**src/rtl/imem_port_arbiter_pkg.sv**
```systemverilog
// Shared widths and requester identifiers for the instruction-memory port arbiter.
package imem_pkg;

    localparam int IMEM_DATA_W = 32;
    localparam int IMEM_ADDR_W = 8;
    localparam int IMEM_DEPTH  = 256;

    typedef enum logic {
        REQ_F = 1'b0,
        REQ_L = 1'b1
    } req_id_t;

endpackage

```
**src/rtl/imem_port_arbiter_if.sv**
```systemverilog
// Bus bundle between the fetch unit, the loader, the arbiter and the instruction memory.
// The arbiter uses the slave modport; the requesters and the memory sit on the master side.
interface imem_port_arbiter_if #(
    parameter int DATA_W = imem_pkg::IMEM_DATA_W,
    parameter int ADDR_W = imem_pkg::IMEM_ADDR_W
);

    logic              f_req;
    logic [ADDR_W-1:0] f_addr;
    logic              f_gnt;
    logic              f_rvalid;
    logic [DATA_W-1:0] f_rdata;

    logic              l_req;
    logic              l_we;
    logic              l_lock;
    logic [ADDR_W-1:0] l_addr;
    logic [DATA_W-1:0] l_wdata;
    logic              l_gnt;
    logic              l_rvalid;
    logic [DATA_W-1:0] l_rdata;

    logic              mem_en;
    logic              mem_we;
    logic [ADDR_W-1:0] mem_addr;
    logic [DATA_W-1:0] mem_wdata;
    logic [DATA_W-1:0] mem_rdata;

    modport slave (
        input  f_req, f_addr,
        output f_gnt, f_rvalid, f_rdata,
        input  l_req, l_we, l_lock, l_addr, l_wdata,
        output l_gnt, l_rvalid, l_rdata,
        output mem_en, mem_we, mem_addr, mem_wdata,
        input  mem_rdata
    );

    modport master (
        output f_req, f_addr,
        input  f_gnt, f_rvalid, f_rdata,
        output l_req, l_we, l_lock, l_addr, l_wdata,
        input  l_gnt, l_rvalid, l_rdata,
        input  mem_en, mem_we, mem_addr, mem_wdata,
        output mem_rdata
    );

endinterface

```
**src/rtl/imem_rr_pick.sv**
```systemverilog
// Combinational two-way round-robin picker; lock_hold forces the grant to the loader.
module imem_rr_pick
    import imem_pkg::*;
(
    input  logic [1:0] req,
    input  req_id_t    last_winner,
    input  logic       lock_hold,
    output logic [1:0] gnt
);

    always_comb begin
        gnt = 2'b00;
        if (lock_hold && req[REQ_L]) begin
            gnt[REQ_L] = 1'b1;
        end else if (req == 2'b01) begin
            gnt = 2'b01;
        end else if (req == 2'b10) begin
            gnt = 2'b10;
        end else if (req == 2'b11) begin
            // On a tie the requester that did not win last time goes next.
            gnt = (last_winner == REQ_F) ? 2'b10 : 2'b01;
        end
    end

endmodule

```
**src/rtl/imem_port_arbiter.sv**
```systemverilog
// Shares the single-port instruction memory between fetch (read-only) and loader (read/write).
// Optional fetch stall counter is built only when IMEM_ARB_STATS_EN is defined.
module imem_port_arbiter
    import imem_pkg::*;
#(
    parameter int DATA_W    = IMEM_DATA_W,
    parameter int ADDR_W    = IMEM_ADDR_W,
    parameter int BURST_MAX = 8
) (
    input  logic                clk,
    input  logic                rst,
    imem_port_arbiter_if.slave  bus
`ifdef IMEM_ARB_STATS_EN
    ,
    input  logic                stats_clr,
    output logic [15:0]         f_stall_cnt
`endif
);

    localparam int CNT_W = $clog2(BURST_MAX + 1);
    localparam logic [CNT_W-1:0] BURST_MAX_C = CNT_W'(BURST_MAX);

    req_id_t          last_winner;
    logic             lock_active;
    logic [CNT_W-1:0] burst_cnt;
    logic             f_rv_q;
    logic             l_rv_q;
    logic [1:0]       req;
    logic [1:0]       gnt;
    logic             lock_hold;

    // Requests are masked during reset so no grant or memory command can escape.
    assign req       = rst ? 2'b00 : {bus.l_req, bus.f_req};
    assign lock_hold = lock_active && ((burst_cnt < BURST_MAX_C) || !bus.f_req);

    imem_rr_pick u_pick (
        .req         (req),
        .last_winner (last_winner),
        .lock_hold   (lock_hold),
        .gnt         (gnt)
    );

    assign bus.f_gnt     = gnt[REQ_F];
    assign bus.l_gnt     = gnt[REQ_L];
    assign bus.mem_en    = gnt[REQ_F] | gnt[REQ_L];
    assign bus.mem_we    = gnt[REQ_L] & bus.l_we;
    assign bus.mem_addr  = gnt[REQ_L] ? bus.l_addr : (gnt[REQ_F] ? bus.f_addr : '0);
    assign bus.mem_wdata = gnt[REQ_L] ? bus.l_wdata : '0;

    assign bus.f_rvalid  = f_rv_q;
    assign bus.l_rvalid  = l_rv_q;
    assign bus.f_rdata   = f_rv_q ? bus.mem_rdata : '0;
    assign bus.l_rdata   = l_rv_q ? bus.mem_rdata : '0;

    always_ff @(posedge clk or posedge rst) begin
        if (rst) begin
            last_winner <= REQ_F;
            lock_active <= 1'b0;
            burst_cnt   <= '0;
            f_rv_q      <= 1'b0;
            l_rv_q      <= 1'b0;
        end else begin
            f_rv_q <= gnt[REQ_F];
            l_rv_q <= gnt[REQ_L] & ~bus.l_we;
            if (gnt[REQ_L]) begin
                last_winner <= REQ_L;
            end else if (gnt[REQ_F]) begin
                last_winner <= REQ_F;
            end
            // The lock only survives consecutive locked loader grants; anything else drops it.
            if (gnt[REQ_L] && bus.l_lock) begin
                lock_active <= 1'b1;
                if (burst_cnt != BURST_MAX_C) begin
                    burst_cnt <= burst_cnt + 1'b1;
                end
            end else begin
                lock_active <= 1'b0;
                burst_cnt   <= '0;
            end
        end
    end

`ifdef IMEM_ARB_STATS_EN
    always_ff @(posedge clk or posedge rst) begin
        if (rst) begin
            f_stall_cnt <= '0;
        end else if (stats_clr) begin
            f_stall_cnt <= '0;
        end else if (bus.f_req && !gnt[REQ_F] && (f_stall_cnt != 16'hFFFF)) begin
            f_stall_cnt <= f_stall_cnt + 16'd1;
        end
    end
`endif

endmodule
```
**src/flat_wrapper.sv**
```systemverilog
// flat-port wrapper written by rule: the top's interface ports become plain ports
module imem_port_arbiter_flat import imem_pkg::*;
#(
    parameter int DATA_W    = IMEM_DATA_W,
    parameter int ADDR_W    = IMEM_ADDR_W,
    parameter int BURST_MAX = 8
)
  (clk, rst, bus_f_req, bus_f_addr, bus_f_gnt, bus_f_rvalid, bus_f_rdata, bus_l_req, bus_l_we, bus_l_lock, bus_l_addr, bus_l_wdata, bus_l_gnt, bus_l_rvalid, bus_l_rdata, bus_mem_en, bus_mem_we, bus_mem_addr, bus_mem_wdata, bus_mem_rdata);
  imem_port_arbiter_if #(.DATA_W(DATA_W), .ADDR_W(ADDR_W)) bus_i ();
  input  logic clk;
  input  logic rst;
  input wire logic [$bits(bus_i.f_req)-1:0] bus_f_req;
  input wire logic [$bits(bus_i.f_addr)-1:0] bus_f_addr;
  output wire logic [$bits(bus_i.f_gnt)-1:0] bus_f_gnt;
  output wire logic [$bits(bus_i.f_rvalid)-1:0] bus_f_rvalid;
  output wire logic [$bits(bus_i.f_rdata)-1:0] bus_f_rdata;
  input wire logic [$bits(bus_i.l_req)-1:0] bus_l_req;
  input wire logic [$bits(bus_i.l_we)-1:0] bus_l_we;
  input wire logic [$bits(bus_i.l_lock)-1:0] bus_l_lock;
  input wire logic [$bits(bus_i.l_addr)-1:0] bus_l_addr;
  input wire logic [$bits(bus_i.l_wdata)-1:0] bus_l_wdata;
  output wire logic [$bits(bus_i.l_gnt)-1:0] bus_l_gnt;
  output wire logic [$bits(bus_i.l_rvalid)-1:0] bus_l_rvalid;
  output wire logic [$bits(bus_i.l_rdata)-1:0] bus_l_rdata;
  output wire logic [$bits(bus_i.mem_en)-1:0] bus_mem_en;
  output wire logic [$bits(bus_i.mem_we)-1:0] bus_mem_we;
  output wire logic [$bits(bus_i.mem_addr)-1:0] bus_mem_addr;
  output wire logic [$bits(bus_i.mem_wdata)-1:0] bus_mem_wdata;
  input wire logic [$bits(bus_i.mem_rdata)-1:0] bus_mem_rdata;
  assign bus_i.f_req = bus_f_req;
  assign bus_i.f_addr = bus_f_addr;
  assign bus_f_gnt = bus_i.f_gnt;
  assign bus_f_rvalid = bus_i.f_rvalid;
  assign bus_f_rdata = bus_i.f_rdata;
  assign bus_i.l_req = bus_l_req;
  assign bus_i.l_we = bus_l_we;
  assign bus_i.l_lock = bus_l_lock;
  assign bus_i.l_addr = bus_l_addr;
  assign bus_i.l_wdata = bus_l_wdata;
  assign bus_l_gnt = bus_i.l_gnt;
  assign bus_l_rvalid = bus_i.l_rvalid;
  assign bus_l_rdata = bus_i.l_rdata;
  assign bus_mem_en = bus_i.mem_en;
  assign bus_mem_we = bus_i.mem_we;
  assign bus_mem_addr = bus_i.mem_addr;
  assign bus_mem_wdata = bus_i.mem_wdata;
  assign bus_i.mem_rdata = bus_mem_rdata;
  imem_port_arbiter #(.DATA_W(DATA_W), .ADDR_W(ADDR_W), .BURST_MAX(BURST_MAX)) u_core (.clk(clk), .rst(rst), .bus(bus_i));
endmodule
```
**config.mk**
```make
export PLATFORM = sky130hd
export DESIGN_NAME = imem_port_arbiter_flat
export DESIGN_NICKNAME = d
export VERILOG_FILES = /design/src/rtl/imem_port_arbiter_pkg.sv /design/src/rtl/imem_port_arbiter_if.sv /design/src/rtl/imem_rr_pick.sv /design/src/rtl/imem_port_arbiter.sv /design/src/flat_wrapper.sv
export SDC_FILE = /design/constraint.sdc
export NUM_CORES = 1
export LEC_CHECK = 0
export BUFFER_PORTS_ARGS = -buffer_cell sky130_fd_sc_hd__buf_4
export CAP_MARGIN = 20
export CORE_AREA = 4 4 74 76
export CTS_CLUSTER_DIAMETER = 50
export DETAILED_ROUTE_END_ITERATION = 10
export DIE_AREA = 0 0 78 80
export GPL_TIMING_DRIVEN = 0
export PLACE_DENSITY = 0.72
export SETUP_SLACK_MARGIN = 0.02
export SKIP_LAST_GASP = 1
export SLEW_MARGIN = 15
export SYNTH_ARGS = -nofsm -noshare
export SYNTH_HDL_FRONTEND = slang
export SYNTH_SLANG_ARGS = --single-unit
export TNS_END_PERCENT = 30
```
**constraint.sdc**
```tcl
create_clock -name clk -period 3.1 [get_ports clk]
set_input_delay 0.31 -clock clk [delete_from_list [all_inputs] [get_ports clk]]
set_output_delay 0.31 -clock clk [all_outputs]
set_load 0.02 [all_outputs]
```
==> run metrics <==
initial antenna violation count=0; Max-Cap Viols=0; Crit path buffers/inverters=2; Mapped Nets=240; post-synthesis mux area share=0.00969; sum of negative setup slack=0 ps; R2R Path End=u_core.burst_cnt[1]; antenna viol nets, final=0; worst r2r path cells=5; largest family of logic cells by synthesized area=simple AND/OR/NAND/NOR gates; Chip Height=80 um; Worst Tran Pin Value=329 ps; vias after detailed routing=1,748; worst vdd rail ir drop=0.000141 V; Compound-Gate Fraction of Synth Area=0.0915; Clock Power Share=0.212; Seq/Total Area, Yosys=0.172; hold buffers post-CTS=0; RSZ-0062 raised after global routing=no; Fin Clk Skew=3.30 ps; Synth Area in XOR/XNOR=0.0226; post-synthesis cell area=1160 um2; initial core utilization=0.246; Simple-Gate Fraction of Synth Area=0.609; final period utilization=0.612; Period minus WS final=1900 ps; Routability Congestion=0.722; synth warn=0; DR iter-0 viols=31; final net count=440; die width=78 um; Seq pwr share=0.197; CTS Buffer Depth=2; Logic pwr share=0.592; final WL=5.76 mm; Total Routing Usage GR=0.167; register bit count reported by yosys=8; vias in the first global route=1,837; Clk pin slew, worst setup/hold paths=40 ps; Hold Crit Class=input port to async pin; Leak=0.00158 uW; final total power=586 uW; Antenna Cells=0; Max-slew headroom=0.780; CTS H-Tree Depth=1; reg2reg start=u_core.burst_cnt[0]; DP HPWL=5.18 mm; core area=4720 um2; Rows=25; PD cells=213 nW/um2; CP Cell Sequence=nor2b_2, o21a_2, clkbuf_1, and2_1, buf_4; Sw Share=0.355; Largest stage delay, worst path=410 ps; CP max FO=10; DRC=0; worst setup path class=flip-flop to output pin; routed len/inst=13.8 um; global-route wire length before repair=8.56 mm; worst skew pair latency=230 ps; Avg Vias per Cell=4.19; Synth Area in Adders=0.0215; post-synthesis area per instance=7.65 um2; CP delay by family, top=flip-flops; TritonCTS clock tree=built; fraction of layout cells with a size suffix above 1=0.597; # clock sinks=8; Gate Count Post-Synth=152; P_sw=208 uW; # setup viols final=0; startpoint types=flip-flop; P&R area growth vs syn=137%; largest net degree at the start of global routing=12; global route total overflow=0; status=completed; Ports=196; CP arrival=1590 ps; Synth cell types=23; post-CTS sizing=0; Worst Path Required=2790 ps; clk root buf=clkbuf_8; crit end category=output pin; slowest cell on the critical path=dfrtp_1; # port buffers=195; Post-CTS Setup Bufs=0; Max Slew Vio Count=0; die area=6240 um2; f_max=527 MHz; Internal=378 uW; register-to-register setup slack=1670 ps; Final Hold Vio Count=0; TritonCTS buffer count=3; Detailed Routing Iterations Pass 1=4
-- cell usage after synthesis --
cell       instances  area [um2]
a22o_1             8        70.1
buf_2              2        10.0
or2_1              1        6.26
xor2_1             1        8.76
dfrtp_1            8         200
nand2_1            1        3.75
inv_1              4        15.0
nor2_1             2        7.51
o21a_2             1        8.76
ha_1               2        25.0
and3_1             3        18.8
nand3b_1           1        7.51
xnor2_1            2        17.5
and2_1            98         613
nand3_1            1        5.00
clkbuf_1           7        26.3
mux2_2             1        11.3
a2111oi_4          1        27.5
nor2b_4            1        13.8
and4_1             1        8.76
buf_6              3        33.8
nor2b_1            1        6.26
nor2b_2            2        17.5
-- layout make-up --
cell class / count / area, um2
fill: 461 / 1970
clock buffer: 3 / 41.3
sequential: 8 / 200
tap: 67 / 83.8
buffer: 12 / 70.1
multi-input combinational: 128 / 877
inverter: 4 / 15.0
timing repair buffer: 195 / 1460
-- stage by stage --
step	cell area, um2	setup slack [ps]	utilization	std cells	hold WS (ps)
after floorplan	1160	1500	-	152	126
after global placement	2710	1420	0.574	414	314
after detailed placement	2710	1410	0.574	414	317
after CTS	2750	1170	0.583	417	73.0
after global routing	2750	1080	0.583	417	97.0
final	2750	1200	0.583	417	68.0
-- sequential cells by signal, indices dropped and copies added, names as in the netlist --
| signal | flops |
|---|---|
| u_core.burst_cnt | 4 |
| u_core.bus.l_rvalid | 1 |
| u_core.bus.f_rvalid | 1 |
| u_core.last_winner | 1 |
| u_core.lock_active | 1 |
-- worst max-delay path by stage --
stage	from	endpoint	slack, ps	cells after the start
after floorplan	u_core.lock_active	bus_mem_addr[0]	1500	4
after global placement	bus_l_req	bus_mem_addr[5]	1420	6
after detailed placement	bus_l_req	bus_mem_addr[6]	1410	6
after CTS	u_core.burst_cnt[3]	bus_mem_wdata[6]	1170	5
after global routing	u_core.burst_cnt[3]	bus_mem_wdata[7]	1080	5
final	u_core.burst_cnt[3]	bus_mem_wdata[6]	1200	5
-- cell usage in the layout (no fill, tap or decap) --
master | Yosys | layout
buf_6 | 3 | 3
nand3b_1 | 1 | 1
xor2_1 | 1 | 1
clkbuf_8 | 0 | 3
buf_2 | 2 | 2
nand2_1 | 1 | 1
nor2b_2 | 2 | 2
and2_1 | 98 | 98
dfrtp_1 | 8 | 8
a22o_1 | 8 | 8
or2_1 | 1 | 1
nor2b_4 | 1 | 1
nor2_1 | 2 | 2
buf_4 | 0 | 195
nor2b_1 | 1 | 1
xnor2_1 | 2 | 2
ha_1 | 2 | 2
and3_1 | 3 | 3
o21a_2 | 1 | 1
clkbuf_1 | 7 | 7
mux2_2 | 1 | 1
inv_1 | 4 | 4
nand3_1 | 1 | 1
and4_1 | 1 | 1
a2111oi_4 | 1 | 1
-- kinds of logic after synthesis --
kind of cell / count (synthesis)
buffers and inverters: 16
AOI/OAI and AO/OA: 10
and+or+nand+nor: 112
muxes: 1
DFF: 8
adders and majority gates: 2
xor gates and xnor gates: 3
-- power by group through the flow --
stage	clock network, uW	registers [uW]	logic (uW)
detailed placement	0	117	351
CTS	128	115	352
floorplan	0	117	156
global route	133	116	374
global placement	0	117	348
finish	124	115	346
-- routing by layer --
metal	up-vias	global-route usage	wire [um]
met5	-	0	0
met4	0	0.0385	56
met3	6	0.0463	671
met2	120	0.333	3090
met1	753	0.170	1940
li1	869	-	-
Note: power is estimated with default switching activity, not from simulation.
